===== src/rtl/halflife_pkg.sv =====
// Shared types and constants for the half-life decay timer.
// Holds the FSM state encoding and the decay-mode selector values.
package halflife_pkg;

   typedef enum logic [1:0] {
      IDLE = 2'd0,
      RUN  = 2'd1,
      DONE = 2'd2
   } state_t;

   localparam logic MODE_HALVE  = 1'b0;
   localparam logic MODE_LINEAR = 1'b1;

endpackage


===== src/rtl/halflife_prescaler.sv =====
// Decay-period prescaler: counts 0..P-1 with P = max(period,1).
// Raises tc on the last count while enabled, then wraps to 0 on the same edge.
module halflife_prescaler #(
   parameter int PERIOD_W = 16
) (
   input  logic                clk,
   input  logic                rst_n,
   input  logic                clear,
   input  logic                enable,
   input  logic [PERIOD_W-1:0] period,
   output logic                tc
);

   localparam logic [PERIOD_W-1:0] ONE = {{(PERIOD_W-1){1'b0}}, 1'b1};

   logic [PERIOD_W-1:0] count;
   logic [PERIOD_W-1:0] last;

   // A period of 0 behaves as 1, so the terminal count is 0 in both cases.
   always_comb begin
      last = (period == '0) ? '0 : period - ONE;
   end

   assign tc = enable & (count == last);

   // A shortened period below the current count simply runs on to all-ones and wraps.
   always_ff @(posedge clk or negedge rst_n) begin
      if (!rst_n) begin
         count <= '0;
      end else if (clear) begin
         count <= '0;
      end else if (enable) begin
         count <= tc ? '0 : count + ONE;
      end
   end

endmodule


===== src/rtl/halflife_timer_n.sv =====
// Half-life timer: a WIDTH-bit quantity that is loaded, nudged by up/down edges,
// and decays every programmable period by halving or by decrementing.
module halflife_timer_n
   import halflife_pkg::*;
#(
   parameter int WIDTH    = 8,
   parameter int PERIOD_W = 16,
   parameter int CNT_W    = 4
) (
   input  logic                clk,
   input  logic                rst_n,
   input  logic                start,
   input  logic                stop,
   input  logic                load,
   input  logic [WIDTH-1:0]    load_val,
   input  logic                up,
   input  logic                down,
   input  logic                mode,
   input  logic [PERIOD_W-1:0] period,
   output logic [WIDTH-1:0]    value,
   output logic [CNT_W-1:0]    n_elapsed,
   output logic                tick,
   output logic                busy,
   output logic                done
);

   localparam logic [WIDTH-1:0] V_ONE = {{(WIDTH-1){1'b0}}, 1'b1};
   localparam logic [CNT_W-1:0] N_ONE = {{(CNT_W-1){1'b0}}, 1'b1};

   state_t           state;
   logic             up_q;
   logic             down_q;
   logic             up_e;
   logic             down_e;
   logic             tc;
   logic             decay;
   logic             run_hold;
   logic [WIDTH-1:0] adj;
   logic [WIDTH-1:0] nxt;

   function automatic logic [WIDTH-1:0] sat_inc(input logic [WIDTH-1:0] x);
      return (x == '1) ? x : x + V_ONE;
   endfunction

   function automatic logic [WIDTH-1:0] sat_dec(input logic [WIDTH-1:0] x);
      return (x == '0) ? x : x - V_ONE;
   endfunction

   assign up_e   = up & ~up_q;
   assign down_e = down & ~down_q;

   // A decay only lands when no higher-priority control claims the cycle.
   assign decay    = tc & ~load & ~stop;
   assign run_hold = (state == RUN) & ~load & ~stop & (nxt != '0);

   always_comb begin
      adj = value;
      if (up_e && !down_e) begin
         adj = sat_inc(value);
      end else if (down_e && !up_e) begin
         adj = sat_dec(value);
      end
      nxt = adj;
      if (decay) begin
         nxt = (mode == MODE_LINEAR) ? sat_dec(adj) : (adj >> 1);
      end
   end

   // Prescaler restarts from 0 whenever RUN is entered, left, or not occupied.
   halflife_prescaler #(
      .PERIOD_W(PERIOD_W)
   ) u_prescaler (
      .clk    (clk),
      .rst_n  (rst_n),
      .clear  (~run_hold),
      .enable (state == RUN),
      .period (period),
      .tc     (tc)
   );

   always_ff @(posedge clk or negedge rst_n) begin
      if (!rst_n) begin
         state     <= IDLE;
         value     <= '0;
         n_elapsed <= '0;
         up_q      <= 1'b0;
         down_q    <= 1'b0;
         tick      <= 1'b0;
         busy      <= 1'b0;
         done      <= 1'b0;
      end else begin
         up_q   <= up;
         down_q <= down;
         tick   <= decay;
         case (state)
            IDLE: begin
               if (load) begin
                  value     <= load_val;
                  n_elapsed <= '0;
               end else if (stop) begin
                  value <= value;
               end else if (start) begin
                  if (value != '0) begin
                     state <= RUN;
                     busy  <= 1'b1;
                  end else begin
                     state <= DONE;
                     done  <= 1'b1;
                  end
               end else begin
                  value <= adj;
               end
            end
            RUN: begin
               if (load) begin
                  value     <= load_val;
                  n_elapsed <= '0;
                  state     <= IDLE;
                  busy      <= 1'b0;
               end else if (stop) begin
                  state <= IDLE;
                  busy  <= 1'b0;
               end else begin
                  value <= nxt;
                  if (decay && (n_elapsed != '1)) begin
                     n_elapsed <= n_elapsed + N_ONE;
                  end
                  if (nxt == '0) begin
                     state <= DONE;
                     busy  <= 1'b0;
                     done  <= 1'b1;
                  end
               end
            end
            DONE: begin
               if (load) begin
                  value     <= load_val;
                  n_elapsed <= '0;
                  state     <= IDLE;
                  done      <= 1'b0;
               end
            end
            default: begin
               state <= IDLE;
               busy  <= 1'b0;
               done  <= 1'b0;
            end
         endcase
      end
   end

endmodule


===== config.mk =====
export PLATFORM = sky130hd
export DESIGN_NAME = halflife_timer_n
export DESIGN_NICKNAME = d
export VERILOG_FILES = /design/src/rtl/halflife_pkg.sv /design/src/rtl/halflife_prescaler.sv /design/src/rtl/halflife_timer_n.sv
export SDC_FILE = /design/constraint.sdc
export NUM_CORES = 1
export LEC_CHECK = 0
export CAP_MARGIN = 20
export CELL_PAD_IN_SITES_DETAIL_PLACEMENT = 1
export CELL_PAD_IN_SITES_GLOBAL_PLACEMENT = 1
export CORE_MARGIN = 4
export CORE_UTILIZATION = 30
export CTS_CLUSTER_DIAMETER = 30
export DETAILED_ROUTE_END_ITERATION = 8
export GPL_ROUTABILITY_DRIVEN = 1
export GPL_TIMING_DRIVEN = 1
export MAX_ROUTING_LAYER = met4
export PLACE_DENSITY_LB_ADDON = 0.08
export SETUP_SLACK_MARGIN = 0.02
export SYNTH_ARGS = -nofsm -noshare
export SYNTH_HDL_FRONTEND = slang
export SYNTH_SLANG_ARGS = --single-unit

===== constraint.sdc =====
create_clock -name clk -period 4.2 [get_ports clk]
set_input_delay 0.84 -clock clk [delete_from_list [all_inputs] [get_ports clk]]
set_output_delay 0.84 -clock clk [all_outputs]
set_load 0.02 [all_outputs]

* Yosys cells after proc, flatten, opt, wreduce, memory -nomap -nowiden
Index checks and enable logic that the tools add are counted.
** Operators by class
- $add $sub $neg :: 6
- Eq/ne operators :: 21
- Multiplexer cells :: 49
- Bitwise operators :: 13
- Reductions and logical operators :: 20
** Operators with widths (number)
- two-way mux 8 bit :: 13
- two-way mux 16 bit :: 4
- logical NOT 8 bit :: 3
- case mux 8 bit (3 select lines) :: 1
- inequality test 2 bit (second input constant) :: 9
- adder 16 x 1 -> 16 bit (second input constant) :: 1
- equality test 16 bit :: 1
- logical NOT 16 bit :: 1
- two-way mux 2 bit :: 8
- two-way mux 4 bit :: 4
- nonzero test 8 bit :: 2
- subtractor 16 x 1 -> 16 bit (second input constant) :: 1
- subtractor 8 x 1 -> 8 bit (second input constant) :: 2
- two-way mux 1 bit :: 15
- inequality test 3 bit (second input constant) :: 4
- AND reduction 5 bit :: 2
- adder 8 x 1 -> 8 bit (second input constant) :: 1
- AND 1 bit :: 8
- equality test 8 bit (second input constant) :: 1
- inequality test 4 bit (second input constant) :: 2
- case mux 4 bit (2 select lines) :: 1
- AND reduction 8 bit :: 1
- case mux 1 bit (3 select lines) :: 2
- case mux 2 bit (3 select lines) :: 1
- other kinds (13) :: 21
** Word-level totals
- Register bits :: 35
- Input bits :: 32
- Output and inout port bits :: 15
- Logic and storage cells :: 118

* Depth between registers and ports, before layout
Gate-level depths: netlist of the first run.
- Depth after elaboration :: 15
- Mapped depth :: 17

* By module
Synthesis of the first run repeated with hierarchy kept, for this count alone.
** Unflattened totals
- Cells, all modules :: 530
- Area total of the unflattened synthesis :: 4036.4 um2
** Modules (own cells, without submodules)
- halflife_timer_n :: instances 1, cells an instance 310, area an instance 2312.2 um2, sequential area each 475.5 um2
- halflife_prescaler :: instances 1, cells an instance 220, area an instance 1724.2 um2, sequential area each 400.4 um2

* Worst setup path before layout of the first run
OpenSTA, ideal clock, no wires.
- Kind :: in2reg
- Start :: input port period[0]
- End :: register u_prescaler.count[9]
- Library setup time :: 119 ps
- Arrival :: 4306 ps
- Data required time :: 4081 ps
- Path slack :: -225 ps
- Cell stages on the path :: 16
- Buffers on the path :: 3
- Cells stage by stage :: inv_1 ha_1 or3b_2 buf_2 nor4_4 nor2_2 a211o_1 nor4_2 and2_1 buf_6 nand3_1 mux2i_1 or4b_4 o211ai_4 buf_8 nor2_2
** Between the ends
- Word-level cells in the longest chain between the ends :: 10
- Elaborated cells between the ends (all ways) :: 14
** RTL lines
- start: declaration :: line halflife_timer_n.sv:19 : input logic [PERIOD_W-1:0] period,
- subtractor 16 x 1 -> 16 bit / logical NOT 16 bit (equally long branches) :: line halflife_prescaler.sv:21 : last = (period == '0) ? '0 : period - ONE;
- two-way mux 16 bit (*) :: line halflife_prescaler.sv:21
- equality test 16 bit (*) :: line halflife_prescaler.sv:24 : assign tc = enable & (count == last);
- AND 1 bit (*) :: line halflife_prescaler.sv:24
- AND 1 bit (2 in series) :: line halflife_timer_n.sv:53 : assign decay = tc & ~load & ~stop;
- two-way mux 8 bit :: line halflife_timer_n.sv:64 : if (decay) begin
- nonzero test 8 bit :: line halflife_timer_n.sv:54 : assign run_hold = (state == RUN) & ~load & ~stop & (nxt != '0);
- AND 1 bit :: line halflife_timer_n.sv:54
- inequality test 2 x 1 -> 1 bit (no line) / two-way mux 16 bit (equally long branches)
- end signal: assignment :: line halflife_prescaler.sv:33 : count <= tc ? '0 : count + ONE;
- end: declaration :: line halflife_prescaler.sv:16 : logic [PERIOD_W-1:0] count;
Every way passes the cells marked *; elsewhere a longest branch is shown, timed or not. The select of a mux whose other input is x is not followed.
A chain may end at the register's enable or synchronous reset.

* Final worst setup path of the first run
- Start :: input port period[6]
- End :: register u_prescaler.count[11]
Same word-level chain as after synthesis.

==> results.toml, run 1 <==
[finish]
area.growth.synth_to_final_pct = 50.1
nets = 705
final.fill_count = 1516
drive_above_1_share = 0.347
diodes = 0
design_area_mm2 = 0.00595
postLayoutCoreUtil = 0.465

[clock_network]
cts_buffers = 5
insertion_delay_ps = 290
clk_pin_slew_worst_paths_ps = 60
root_buffer = "clkbuf_16"
clk_path_buf_depth = 2
cts_tree = "done"
cts_htree_levels = 2
cts.sinks = 35
cts_hold_buf = 0

[synthesis]
synth.mux.area_fraction = 0.0281
synth_edf_count = 0
yosys_warnings = 0
async_flop_share = 1.00
yosysSeqAreaShare = 0.221
syn_inst = 507
synth-main-ff-cell = "dfrtp_1"
synthAdderAreaFrac = 0.0348
synth-seq-cells = 35
synth_top_area_frac = 0.221
synthTopCellsByArea = "dfrtp_1 22%, nand3_1 4.7%, o21ai_0 4.0%"
synthXorXnorAreaFrac = 0.0765
syn-cell-area_mm2 = 0.00396
synth_compound_area_frac = 0.258
synth_nets = 550
synthSimpleGateAreaFrac = 0.321
yosysTopAreaCell = "dfrtp_1"
synth_top_family_by_area = "simple AND/OR/NAND/NOR gates"
synthDistinctLibCells = 84
syn-mean-instance-area_um2 = 7.81

[route]
drtIter0Drc = 198
routed_wl_um = 15200
remaining_drc_errors = 0
drtPass1Iterations = 5
vias = 4517
viasPerCell = 5.41
wl_per_cell_um = 18.2
antenna_left = 0

[worst_setup_path]
cp-start-kind = "primary input"
cp-end-kind = "flip-flop"
path_class = "in -> reg"
critPathRequiredTime_ps = 4370
worstPathArrival_ps = 4330
critPathBufInv = 4
path_max_fanout = 8
cpLargestDelayFamily = "simple AND/OR/NAND/NOR gates"
crit_chain = "buf_2, or4_4, nor4_4, buf_6, buf_4, and2_1, a211o_1, nor4_4, and2_4, and2_1, a22o_1, or4b_4, o211ai_4, clkbuf_16, nor2_2"
slowest_delay_ps = 610
slowest_stage = "or4_4"

[grt]
grt_max_degree = 36
track_usage = 0.212
grt_pass1_wl_um = 24900
globalRoute.totalOverflow = 0
antenna_found_initial = 0
first_global_vias = 4777

[pwr]
seqPwrFrac = 0.164
intPower_w = 0.00156
swShare = 0.456
power_density_mw_per_mm2 = 484
p_sw_w = 0.00131
power_frac_comb = 0.677
p_clk_frac = 0.159
leakage_nw = 2.39
irDropWorstVdd_v = 0.000371

[sta]
fin_tns_setup_ps = 0
fmax_mhz = 240
layout_min_cycle_time_ps = 4160
worst_pin_slew_ps = 872
slew_headroom = 0.418
rsz0062_at_grt = "true"
maxSlewViolCount = 0
skew_ps = 11.3
hold_violations = 0
setup_violations = 0
post-route-period-util = 0.992

[status]
status = "completed"

[floorplan]
io_pins = 47
chipWidth_um = 123
die_area_mm2 = 0.0151
core_mm2 = 0.0128
die_y_um = 123
start_util = 0.310
rows = 41

[min_path]
hold_path.class = "reg -> reg"

[placed_design]
port_buffers = 46
dp_hpwl_um = 11700
gp_congestion = 0.901
placed_area_mm2 = 0.00536

[flow_run]
maxCapViolations = 0
-- cells in the final DEF, fill, tap and decap left out, types with 6 or more instances in the layout --
cell	instances
a21oi_1	25
a31oi_1	6
and3_1	7
buf_4	119
buf_6	13
clkbuf_16	6
clkbuf_2	6
clkdlybuf4s50_1	29
dfrtp_1	35
ha_1	9
inv_1	19
mux2i_1	9
nand2_1	39
nand2b_1	11
nand3_1	34
nand4_1	10
nor2_1	34
nor2_2	11
nor3_1	11
nor4_4	7
o211ai_1	8
o21ai_0	30
xnor2_1	16
xor2_1	14
-- power by group through the flow --
stage	clock, W	combinational [W]	sequential (W)
floorplan	0	0.000973	0.000540
global placement	0	0.00183	0.000475
detailed placement	0	0.00185	0.000478
CTS	0.000468	0.00190	0.000472
global route	0.000486	0.00213	0.000484
finish	0.000457	0.00195	0.000473
-- routing by layer --
layer	part of all wire	wire, um	GRT usage	vias to the layer above
li1	-	-	-	2210
met1	0.51	7760	0.316	2228
met2	0.45	6880	0.315	72
met3	0.032	486	0.0270	7
met4	0.0049	75	0.0259	0
met5	0	0	-	-
-- cell usage after synthesis, types with 3 or more instances --
cell type and instances:
o22a_1 3, nor4_2 5, nor2_2 11, nor4_4 3, o32ai_1 3, o21ai_0 32, ha_1 11, buf_2 4
nor2b_1 5, o21a_1 3, nand3b_1 3, o22ai_1 3, xor2_1 14, nand2_1 39, and3_1 7, inv_1 21
a22o_1 3, o221ai_1 3, a211oi_1 4, nand2b_1 12, nor2_1 39, or2_2 5, dfrtp_1 35, o211ai_1 8
clkbuf_1 19, nand4_1 10, buf_6 4, nor4_1 8, or4_1 6, mux2i_1 10, o311ai_0 3, xnor2_1 18
and2_1 6, nand3_1 37, a31oi_1 7, nor3_1 14, a21oi_1 26, a32o_1 3
-- logic make-up after synthesis --
family                     Yosys count
muxes                               11
adders and majority gates           11
DFF                                 35
buffers and inverters               51
xor gates and xnor gates            33
AOI/OAI and AO/OA                  142
and+or+nand+nor                    224
-- area by class of cell --
type | instances | area, um^2 | area share
tap | 172 | 215 | 0.0362
sequential | 35 | 876 | 0.147
timing repair buffer | 177 | 1470 | 0.246
inverter | 22 | 90.1 | 0.0152
clock inverter | 2 | 38.8 | 0.00652
clock buffer | 6 | 139 | 0.0234
multi-input combinational | 421 | 3120 | 0.525
-- worst paths after layout --
| check | startpoint | cells past startpoint | slack (ps) | end |
|---|---|---|---|---|
| setup / recovery | period[6] | 15 | 40 | u_prescaler.count[11]$_DFFE_PN0P_ |
| hold / removal | n_elapsed[1]$_DFFE_PN0P_ | 2 | 560 | n_elapsed[1]$_DFFE_PN0P_ |
| setup reg to reg | value[2]$_DFFE_PN0P_ | 16 | 230 | u_prescaler.count[11]$_DFFE_PN0P_ |
| hold reg to reg | n_elapsed[1]$_DFFE_PN0P_ | 2 | 560 | n_elapsed[1]$_DFFE_PN0P_ |
| max in group asynchronous | rst_n | 1 | 2980 | u_prescaler.count[1]$_DFFE_PN0P_ |
| min in group asynchronous | rst_n | 1 | 670 | u_prescaler.count[11]$_DFFE_PN0P_ |
-- flip-flops by register name, summed over array words and instances, names as in the netlist --
name and flops:
busy 1, done 1, down_q 1, n_elapsed 4
state 2, tick 1, u_prescaler.count 16, up_q 1
value 8
-- through the flow --
| step | power (W) | std cells | hold slack [ps] | worst slack [ps] |
|---|---|---|---|---|
| final | 0.00288 | 835 | 557 | 35.6 |
| after global routing | 0.00310 | 835 | 588 | -72.0 |
| after CTS | 0.00284 | 826 | 560 | -16.4 |
| after detailed placement | 0.00232 | 806 | 542 | -667 |
| after global placement | 0.00231 | 806 | 518 | -576 |
| after floorplan | 0.00151 | 507 | 477 | -154 |
-- timing repair --
action / 4_1_cts / 5_1_grt
endpoints found under the setup margin: 30 / 23
setup buffers: 11 / 9
resized for setup: 79 / 45
gates cloned: 1 / 0
pin swaps: 31 / 25
-- worst reg2reg max path, cell delays in order, from the launching register on --
cell	delay, ps
dfrtp_1	370
or3_1	460
or4_1	520
nand3_1	140
o21ai_0	80
o21ba_2	230
inv_1	80
ha_2	220
nand3_1	120
buf_4	160
nand2_1	90
nand3_2	70
a22o_1	230
or4b_4	560
o211ai_4	270
clkbuf_16	220
nor2_2	40
Power figures use the tool's default switching activity.
==> inputs of run 2 (changes only) <==
- CORE_MARGIN: 4 -> not set
- PLACE_DENSITY: not set -> 0.61
- PLACE_DENSITY_LB_ADDON: 0.08 -> not set
- SETUP_SLACK_MARGIN: 0.02 -> 0.2
==> run 2 against run 1 <==
Compared with the run above: the run now ends with setup timing left; critical endpoint is now u_prescaler.count[0]$_DFFE_PN0P_; largest power group unchanged; flip-flop and latch count is the same; setup slack lost 88 ps; sequential share of layout area shrank 0.43 points.
==> results.toml, run 2 (same netlist as run 1, synthesis figures left out) <==
[clock_network]
cts_htree_levels = 2
root_buffer = "clkbuf_16"
cts_hold_buf = 0
cts_buffers = 5
clk_pin_slew_worst_paths_ps = 60
insertion_delay_ps = 300
clk_path_buf_depth = 2
cts_tree = "done"
cts.sinks = 35

[min_path]
hold_path.class = "reg -> reg"
whs_path_depth = 1
min_from = "u_prescaler.count[0]$_DFFE_PN0P_"
hold_end = "u_prescaler.count[0]$_DFFE_PN0P_"

[grt]
grt_pass1_wl_um = 24900
antenna_found_initial = 0
grt_max_degree = 36
track_usage = 0.242
globalRoute.totalOverflow = 0
first_global_vias = 4809

[placed_design]
port_buffers = 46
gp_congestion = 0.894
place_inst = 813
placed_area_mm2 = 0.00541
dp_hpwl_um = 11800

[sta]
layout_min_cycle_time_ps = 4250
worst_pin_slew_ps = 878
fmax_mhz = 235
rsz0062_at_grt = "true"
slew_headroom = 0.414
hold_violations = 0
maxSlewViolCount = 0
skew_ps = 12.6
fin_tns_setup_ps = -445
post-route-period-util = 1.01
fin_ws_ps = -52.2
setup_violations = 16

[pwr]
leakage_nw = 2.43
p_clk_frac = 0.146
intPower_w = 0.00166
swShare = 0.461
power_density_mw_per_mm2 = 502
seqPwrFrac = 0.154
p_sw_w = 0.00142
irDropWorstVdd_v = 0.000448
power_frac_comb = 0.700

[worst_setup_path]
cp-start-kind = "primary input"
critPathBufInv = 3
worstPathArrival_ps = 4430
rr_startpoint = "value[2]$_DFFE_PN0P_"
crit_chain = "dlygate4sd2_1, or4_4, buf_4, nor2_1, xnor2_1, a32oi_1, o32a_2, nor4_4, nand3_2, mux2i_2, or4b_4, o211ai_4, clkbuf_16, nor2_4"
r2r_end = "u_prescaler.count[0]$_DFFE_PN0P_"
path_max_fanout = 8
critPathRequiredTime_ps = 4380
slowest_delay_ps = 570
r2r_slack_ps = 110
cp-end-kind = "flip-flop"
path_class = "in -> reg"
cpLargestDelayFamily = "simple AND/OR/NAND/NOR gates"
slowest_stage = "or4b_4"
reg2reg_depth = 17

[finish]
top_register = "u_prescaler.count"
reg.largest.list = "u_prescaler.count: 16 flops, value: 8 flops, n_elapsed: 4 flops"
finalNonFillerCells = 845
postLayoutCoreUtil = 0.481
largest_register_ff_count = 16
layout_commonest_cell = "buf_4"
nets = 715
design_area_mm2 = 0.00612
diodes = 0
drive_above_1_share = 0.363
final_cell_mix = "126 x buf_4, 39 x nand2_1, 35 x dfrtp_1"
final.fill_count = 1542
area.growth.synth_to_final_pct = 54.7

[status]
violations = "setup timing"
status = "finished, violations left"

[route]
wl_per_cell_um = 18.8
remaining_drc_errors = 0
drtIter0Drc = 254
viasPerCell = 5.50
antenna_left = 0
routed_wl_um = 15900
drtPass1Iterations = 5
vias = 4644

[floorplan]
die_area_mm2 = 0.0137
io_pins = 47
rows = 41
die_y_um = 117
start_util = 0.311
core_mm2 = 0.0127
chipWidth_um = 117

[flow_run]
maxCapViolations = 0
==> run 2: cell types whose count changed in the layout (fill, tap and decap cells not counted), sizes merged <==
cell / previous run / this run
buf: 139 / 148
clkbuf: 13 / 6
dlygate4sd2: 0 / 6
clkdlybuf4s15: 2 / 3
clkinvlp: 0 / 1
==> run 2: per-stage QoR <==
step	hold slack [ps]	setup slack (ps)	power [W]
finish	558	-52.2	0.00308
global route	597	-176	0.00329
CTS	555	1.75	0.00294
detailed placement	532	-650	0.00235
global placement	529	-525	0.00232
floorplan	477	-154	0.00151
==> run 2: worst register-to-register path, stage by stage, from the launching register on <==
cell	delay (ps)
dfrtp_1	380
or3_1	460
or4_1	520
nand3_1	130
buf_4	130
nand2_1	70
xnor2_1	200
ha_1	300
and4_1	260
nand4_1	160
nand3_2	140
buf_4	120
buf_4	110
mux2i_4	250
o2111ai_2	200
o211ai_4	270
clkbuf_16	230
nor2_4	50
==> run 2: what timing repair did <==
action,in CTS,in global routing
pin swaps,33,34
endpoints found under the setup margin,32,30
gates cloned,1,0
setup buffers,11,12
hold endpoints to repair,0,0
gates resized for setup,87,42
==> run 2: worst max-delay path by stage <==
stage,start,to,cells past startpoint
detailed placement,period[9],u_prescaler.count[3]$_DFFE_PN0P_,15
global route,period[0],u_prescaler.count[0]$_DFFE_PN0P_,17
finish,period[2],u_prescaler.count[0]$_DFFE_PN0P_,14
floorplan,period[5],u_prescaler.count[0]$_DFFE_PN0P_,14
global placement,period[9],u_prescaler.count[2]$_DFFE_PN0P_,15
CTS,period[11],u_prescaler.count[9]$_DFFE_PN0P_,15
==> run 2: cell type report <==
class,instances,area (um^2),area share
Multi-Input combinational cell,421,3200,0.522
Timing Repair Buffer,187,1570,0.257
Sequential cell,35,876,0.143
Tap cell,172,215,0.0351
Clock buffer,5,125,0.0204
Inverter,22,90.1,0.0147
Clock inverter,3,46.3,0.00756
==> run 2: per-layer routing <==
layer	GRT usage	wire length [um]	vias to the layer above
met4	0.0506	155	0
met1	0.334	7630	2309
met2	0.379	7480	91
met3	0.0324	637	16
li1	-	-	2228
met5	-	0	-
==> run 2: power by group through the flow <==
stage	registers, W	logic [W]	clock network [W]
finish	0.000474	0.00215	0.000450
detailed placement	0.000477	0.00187	0
global placement	0.000473	0.00185	0
floorplan	0.000540	0.000973	0
global route	0.000482	0.00233	0.000472
CTS	0.000472	0.00201	0.000458
